`src/rtl/return_stack.sv`:
```
// Subroutine return-address stack: push on JSB, pop on RET, replace-top on simultaneous push/pop.
// Storage is not reset; top_addr reads zero whenever the stack is empty so stale entries never leak.
module return_stack #(
  parameter int DEPTH = 8,
  parameter int AW    = 12
) (
  input  logic                       clk,
  input  logic                       reset,
  input  logic                       push,
  input  logic                       pop,
  input  logic                       stall,
  input  logic                       clear_err,
  input  logic [AW-1:0]              push_addr,
  output logic [AW-1:0]              top_addr,
  output logic [$clog2(DEPTH):0]     depth,
  output logic                       empty,
  output logic                       full,
  output logic                       overflow,
  output logic                       underflow
);
  localparam int SPW = $clog2(DEPTH) + 1;
  localparam int IW  = $clog2(DEPTH);

  logic [AW-1:0]  mem [DEPTH];
  logic [SPW-1:0] sp, sp_nxt;
  logic [IW-1:0]  top_idx, wr_idx;
  logic           wr_en, set_ovf, set_unf;

  assign empty   = (sp == '0);
  assign full    = (sp == SPW'(DEPTH));
  assign depth   = sp;
  assign top_idx = IW'(sp - 1'b1);
  assign top_addr = empty ? '0 : mem[top_idx];

  // push+pop on an empty stack degrades to a plain push without flagging underflow
  always_comb begin
    sp_nxt  = sp;
    wr_en   = 1'b0;
    wr_idx  = IW'(sp);
    set_ovf = 1'b0;
    set_unf = 1'b0;
    if (!stall) begin
      unique case ({push, pop})
        2'b10: begin
          if (full) set_ovf = 1'b1;
          else begin
            wr_en  = 1'b1;
            sp_nxt = sp + 1'b1;
          end
        end
        2'b01: begin
          if (empty) set_unf = 1'b1;
          else       sp_nxt  = sp - 1'b1;
        end
        2'b11: begin
          wr_en = 1'b1;
          if (empty) sp_nxt = sp + 1'b1;
          else       wr_idx = top_idx;
        end
        default: ;
      endcase
    end
  end

  always_ff @(posedge clk or negedge reset) begin
    if (!reset) begin
      sp        <= '0;
      overflow  <= 1'b0;
      underflow <= 1'b0;
    end else begin
      sp        <= sp_nxt;
      // a new error on the clearing edge wins over clear_err
      overflow  <= set_ovf | (overflow  & ~clear_err);
      underflow <= set_unf | (underflow & ~clear_err);
    end
  end

  always_ff @(posedge clk) begin
    if (wr_en) mem[wr_idx] <= push_addr;
  end
endmodule
```
`config.mk`:
```
export PLATFORM = sky130hd
export DESIGN_NAME = return_stack
export DESIGN_NICKNAME = d
export VERILOG_FILES = /design/src/rtl/return_stack.sv
export SDC_FILE = /design/constraint.sdc
export NUM_CORES = 1
export LEC_CHECK = 0
export ABC_AREA = 1
export CAP_MARGIN = 20
export CELL_PAD_IN_SITES_DETAIL_PLACEMENT = 1
export CELL_PAD_IN_SITES_GLOBAL_PLACEMENT = 2
export CORE_MARGIN = 2
export CORE_UTILIZATION = 33
export DETAILED_ROUTE_END_ITERATION = 16
export PLACE_DENSITY_LB_ADDON = 0.1
export SYNTH_ARGS = -nofsm -noshare
export SYNTH_HDL_FRONTEND = slang
export SYNTH_SLANG_ARGS = --single-unit
```
`constraint.sdc`:
```
create_clock -name clk -period 2.5 [get_ports clk]
set_input_delay 0.375 -clock clk [delete_from_list [all_inputs] [get_ports clk]]
set_output_delay 0.375 -clock clk [all_outputs]
set_load 0.01 [all_outputs]
```
==> flow_metrics.py <==
metrics = {
    "outcome": {
        "status": "completed",
    },
    "logic_synthesis": {
        "net_count_after_synthesis": 499,
        "dominant_combinational_cell_family_by_area_after_synthesis": "simple AND/OR/NAND/NOR gates",
        "xor_xnor_fraction_of_synth_area": 0.00187,
        "synth-compound-area-share": 0.0334,
        "synth_largest_area_cell": "sky130_fd_sc_hd__edfxtp_1",
        "yosys.cell_types.count": 24,
        "seq_area_frac_synth": 0.648,
        "synth-warning-count": 0,
        "ys_top_cells_by_area": "sky130_fd_sc_hd__edfxtp_1 62%, sky130_fd_sc_hd__nor2_1 11%, sky130_fd_sc_hd__nand2_1 9.3%",
        "synth_adder_area_share": 0.00802,
        "synth-seq-cells": 102,
        "syn_inst": 478,
        "synth-simple-area-share": 0.236,
        "mappedNetlistArea_sq_mm": 0.00468,
        "area_share_of_the_largest_cell_type_after_synthesis": 0.616,
        "mux_share_of_post_synthesis_cell_area": 0,
        "post_synth.cell_area_avg_sq_um": 9.79,
    },
    "place": {
        "finalWeightedCongestion": 0.739,
        "port-buffer-count": 37,
        "detailed_place_hpwl_microns": 7870,
        "detailed_place.area_sq_mm": 0.00536,
    },
    "sta": {
        "final.setup_skew_ns": 0.00895,
        "setup_viol_count_final": 0,
        "hold_violations": 0,
        "totalNegativeSetupSlack_ns": 0,
        "timing.fmax_mhz": 426,
        "worst_margin_pin_slew_ns": 0.370,
        "period_needed_ns": 2.35,
        "fin_crit_sh": 0.939,
        "slew_viol_final": 0,
        "whs_ns": 0.304,
        "rsz0062_at_grt": "true",
        "worst_slew_margin_rel": 0.753,
    },
    "final_layout": {
        "postLayoutCoreUtil": 0.408,
        "post_route_cells_drive_above_1_share": 0.132,
        "finish.net_count": 554,
        "num-fill-cells": 1583,
        "antenna_cells_inserted": 0,
        "syn_to_final_growth_pct": 21.1,
        "design_area_sq_mm": 0.00567,
    },
    "clock_network": {
        "clock_path_buffers": 2,
        "cts-buffers-inserted": 9,
        "clockRootBuffer": "sky130_fd_sc_hd__clkbuf_16",
        "cts_max_level": 3,
        "cts-hold-fix-buffers": 0,
        "tritoncts_sinks": 102,
        "clkTransAtPathRegs_ns": 0.07,
        "worstSkewPairLatency_ns": 0.35,
        "tritoncts": "yes",
    },
    "die": {
        "dieArea_sq_mm": 0.0151,
        "floorplan.die.width_microns": 123,
        "io-pin-count": 38,
        "fp-row-count": 43,
        "die_boundary_height_microns": 123,
        "floorplan.core_area_sq_mm": 0.0139,
        "starting_utilization_of_the_core_area": 0.337,
    },
    "global_routing": {
        "grt_antenna_before_repair": 0,
        "global_route.usage.met1": 0.215,
        "overflow": 0,
        "grt_first_pass_wirelength_microns": 18600,
        "pin_count_of_the_biggest_net_entering_global_routing": 47,
        "vias_in_the_first_global_route": 3446,
        "grt_util_met2": 0.288,
        "groute.layer.met3.usage": 0.0457,
        "grt_usage": 0.169,
        "global_route.peak_usage_layer": "met2",
    },
    "setup_path": {
        "cp_max_fo": 16,
        "reg2reg_from": "depth[0]",
        "timing.critical_path.to": "top_addr[3]",
        "cpLargestDelayFamily": "buffers and inverters",
        "ff2ff_path_depth": 10,
        "critical-path-top-cell-by-count": "sky130_fd_sc_hd__nor2_1",
        "criticalPathCategory": "register to output pin",
        "timing.critical_path.from_type": "register",
        "worst_ep_arrival_time_ns": 1.97,
        "worst_setup_path_end_kind": "output pin",
        "timing.critical_path.from": "depth[0]",
        "cp.depth": 10,
        "buffering_stage_count_on_the_worst_path_with_inverters_included": 4,
        "cpMaxStageDelayCell": "sky130_fd_sc_hd__dfrtp_2",
        "required_time_at_the_worst_slack_endpoint_ns": 2.12,
        "critical_path.cell_chain": "inv_4 -> ha_4 -> inv_2 -> buf_12 -> nor2_1 -> o21ai_0 -> nand2_1 -> nor2_1 -> nor2_1 -> dlygate4sd2_1",
        "rr_endpoint": "mem[4][2]",
        "critical-path-max-stage-delay_ns": 0.44,
        "reg2reg_slack_ns": 0.44,
    },
    "route": {
        "detail_route.wirelength_microns": 11700,
        "ant_nets": 0,
        "vias_per_cell": 4.64,
        "drt_drc_violations_left": 0,
        "post_drt_wl_per_cell_microns": 16.3,
        "drt_first_iter_violations": 153,
        "drt_pass1_iterations": 4,
        "routed-via-count": 3335,
    },
    "worst_hold_path": {
        "min-delay-path-class": "input pin to async pin",
    },
    "pwr": {
        "power_density_mw_per_mm2": 1270,
        "peak_ir_drop_on_the_vdd_network_mv": 0.722,
        "post-layout-total-power_mw": 7.18,
        "static-leakage-power_nw": 2.31,
    },
    "run": {
        "drv_cap": 0,
    },
}
[layout by cell type (no fill, tap or decap), types with 2 or more instances in the layout]
cell | synthesis | final
sky130_fd_sc_hd__buf_4 | 4 | 24
sky130_fd_sc_hd__dlygate4sd2_1 | 0 | 4
sky130_fd_sc_hd__nand2_2 | 3 | 3
sky130_fd_sc_hd__nand3_1 | 17 | 17
sky130_fd_sc_hd__nand2_1 | 116 | 116
sky130_fd_sc_hd__buf_6 | 9 | 2
sky130_fd_sc_hd__clkbuf_2 | 0 | 8
sky130_fd_sc_hd__a21oi_1 | 2 | 2
sky130_fd_sc_hd__o21ai_0 | 25 | 25
sky130_fd_sc_hd__inv_1 | 36 | 35
sky130_fd_sc_hd__nor2_2 | 3 | 4
sky130_fd_sc_hd__ha_4 | 0 | 2
sky130_fd_sc_hd__buf_12 | 0 | 3
sky130_fd_sc_hd__inv_2 | 4 | 4
sky130_fd_sc_hd__edfxtp_1 | 96 | 96
sky130_fd_sc_hd__nand3_2 | 3 | 3
sky130_fd_sc_hd__clkbuf_16 | 0 | 9
sky130_fd_sc_hd__o21ai_1 | 3 | 3
sky130_fd_sc_hd__nor2_1 | 133 | 132
sky130_fd_sc_hd__dfrtp_1 | 6 | 5
sky130_fd_sc_hd__clkdlybuf4s50_1 | 0 | 25
sky130_fd_sc_hd__bufinv_16 | 0 | 2
sky130_fd_sc_hd__clkbuf_1 | 1 | 2
[cells by family after synthesis]
logic type                 Yosys count
and+or+nand+nor                    277
adders and majority gates            3
buffers and inverters               64
DFF                                102
AOI/OAI and AO/OA                   31
xor gates and xnor gates             1
[cell usage after synthesis]
| cell | number |
|---|---|
| sky130_fd_sc_hd__nand3_1 | 17 |
| sky130_fd_sc_hd__edfxtp_1 | 96 |
| sky130_fd_sc_hd__nor2_1 | 133 |
| sky130_fd_sc_hd__nand2_1 | 116 |
| sky130_fd_sc_hd__nor2_2 | 3 |
| sky130_fd_sc_hd__buf_2 | 8 |
| sky130_fd_sc_hd__a21oi_1 | 2 |
| sky130_fd_sc_hd__dfrtp_1 | 6 |
| sky130_fd_sc_hd__xor2_1 | 1 |
| sky130_fd_sc_hd__clkinv_2 | 1 |
| sky130_fd_sc_hd__nor2_4 | 1 |
| sky130_fd_sc_hd__clkbuf_1 | 1 |
| sky130_fd_sc_hd__nand4_1 | 1 |
| sky130_fd_sc_hd__o21ai_1 | 3 |
| sky130_fd_sc_hd__o22ai_1 | 1 |
| sky130_fd_sc_hd__buf_4 | 4 |
| sky130_fd_sc_hd__buf_6 | 9 |
| sky130_fd_sc_hd__o21ai_0 | 25 |
| sky130_fd_sc_hd__nand2_2 | 3 |
| sky130_fd_sc_hd__clkinv_4 | 1 |
| sky130_fd_sc_hd__inv_2 | 4 |
| sky130_fd_sc_hd__ha_1 | 3 |
| sky130_fd_sc_hd__inv_1 | 36 |
| sky130_fd_sc_hd__nand3_2 | 3 |
[routing by layer]
layer,part of all wire,vias up
met5,0,-
met4,0.0084,0
met3,0.026,7
met2,0.50,34
met1,0.47,1650
li1,-,1644
[power breakdown]
group | switching (mW) | internal (mW)
sequential | 0.0638 | 2.02
combinational | 2.21 | 1.40
clock | 0.582 | 0.902
[flip-flops by register name, indices dropped and copies added, names as in the netlist]
signal / cells
depth: 4
overflow: 1
underflow: 1
mem: 96
[worst register-to-register path, cell delays in order, from the launching register on]
cell	delay [ns]
sky130_fd_sc_hd__dfrtp_2	0.44
sky130_fd_sc_hd__inv_4	0.10
sky130_fd_sc_hd__ha_4	0.15
sky130_fd_sc_hd__nand3_2	0.09
sky130_fd_sc_hd__buf_12	0.18
sky130_fd_sc_hd__nand2_1	0.11
sky130_fd_sc_hd__nand2_1	0.09
sky130_fd_sc_hd__nand2_1	0.06
sky130_fd_sc_hd__nand2_1	0.11
sky130_fd_sc_hd__nor2_1	0.19
sky130_fd_sc_hd__buf_4	0.22
[stage by stage]
step,cells,setup slack (ns)
6_report,718,0.152
3_5_place_dp,702,0.158
2_1_floorplan,478,-0.128
4_1_cts,718,0.0151
5_1_grt,718,-0.00435
3_3_place_gp,702,0.164
[final cells by class]
class	instances	area, sq um	area share
timing repair buffer	66	588	0.104
multi-input combinational	312	1340	0.236
clock buffer	12	246	0.0435
tap	180	225	0.0397
inverter	42	166	0.0294
clock inverter	4	71.3	0.0126
sequential	102	3030	0.535
[worst min-delay path by stage]
stage / end / slack [ns] / depth (start not counted)
after floorplan: depth[0] / 0.08 / 0
after global placement: underflow / 0.51 / 2
after detailed placement: underflow / 0.54 / 2
after CTS: overflow / 0.30 / 1
after global routing: depth[3] / 0.30 / 1
final: depth[3] / 0.30 / 1
[timing repair]
action / in CTS / in global routing
buffers inserted: 0 / 0
gates resized for setup: 14 / 22
setup endpoints to repair: 12 / 12
endpoints found under the hold margin: 0 / 0
Note: power is estimated with default switching activity, not from simulation.
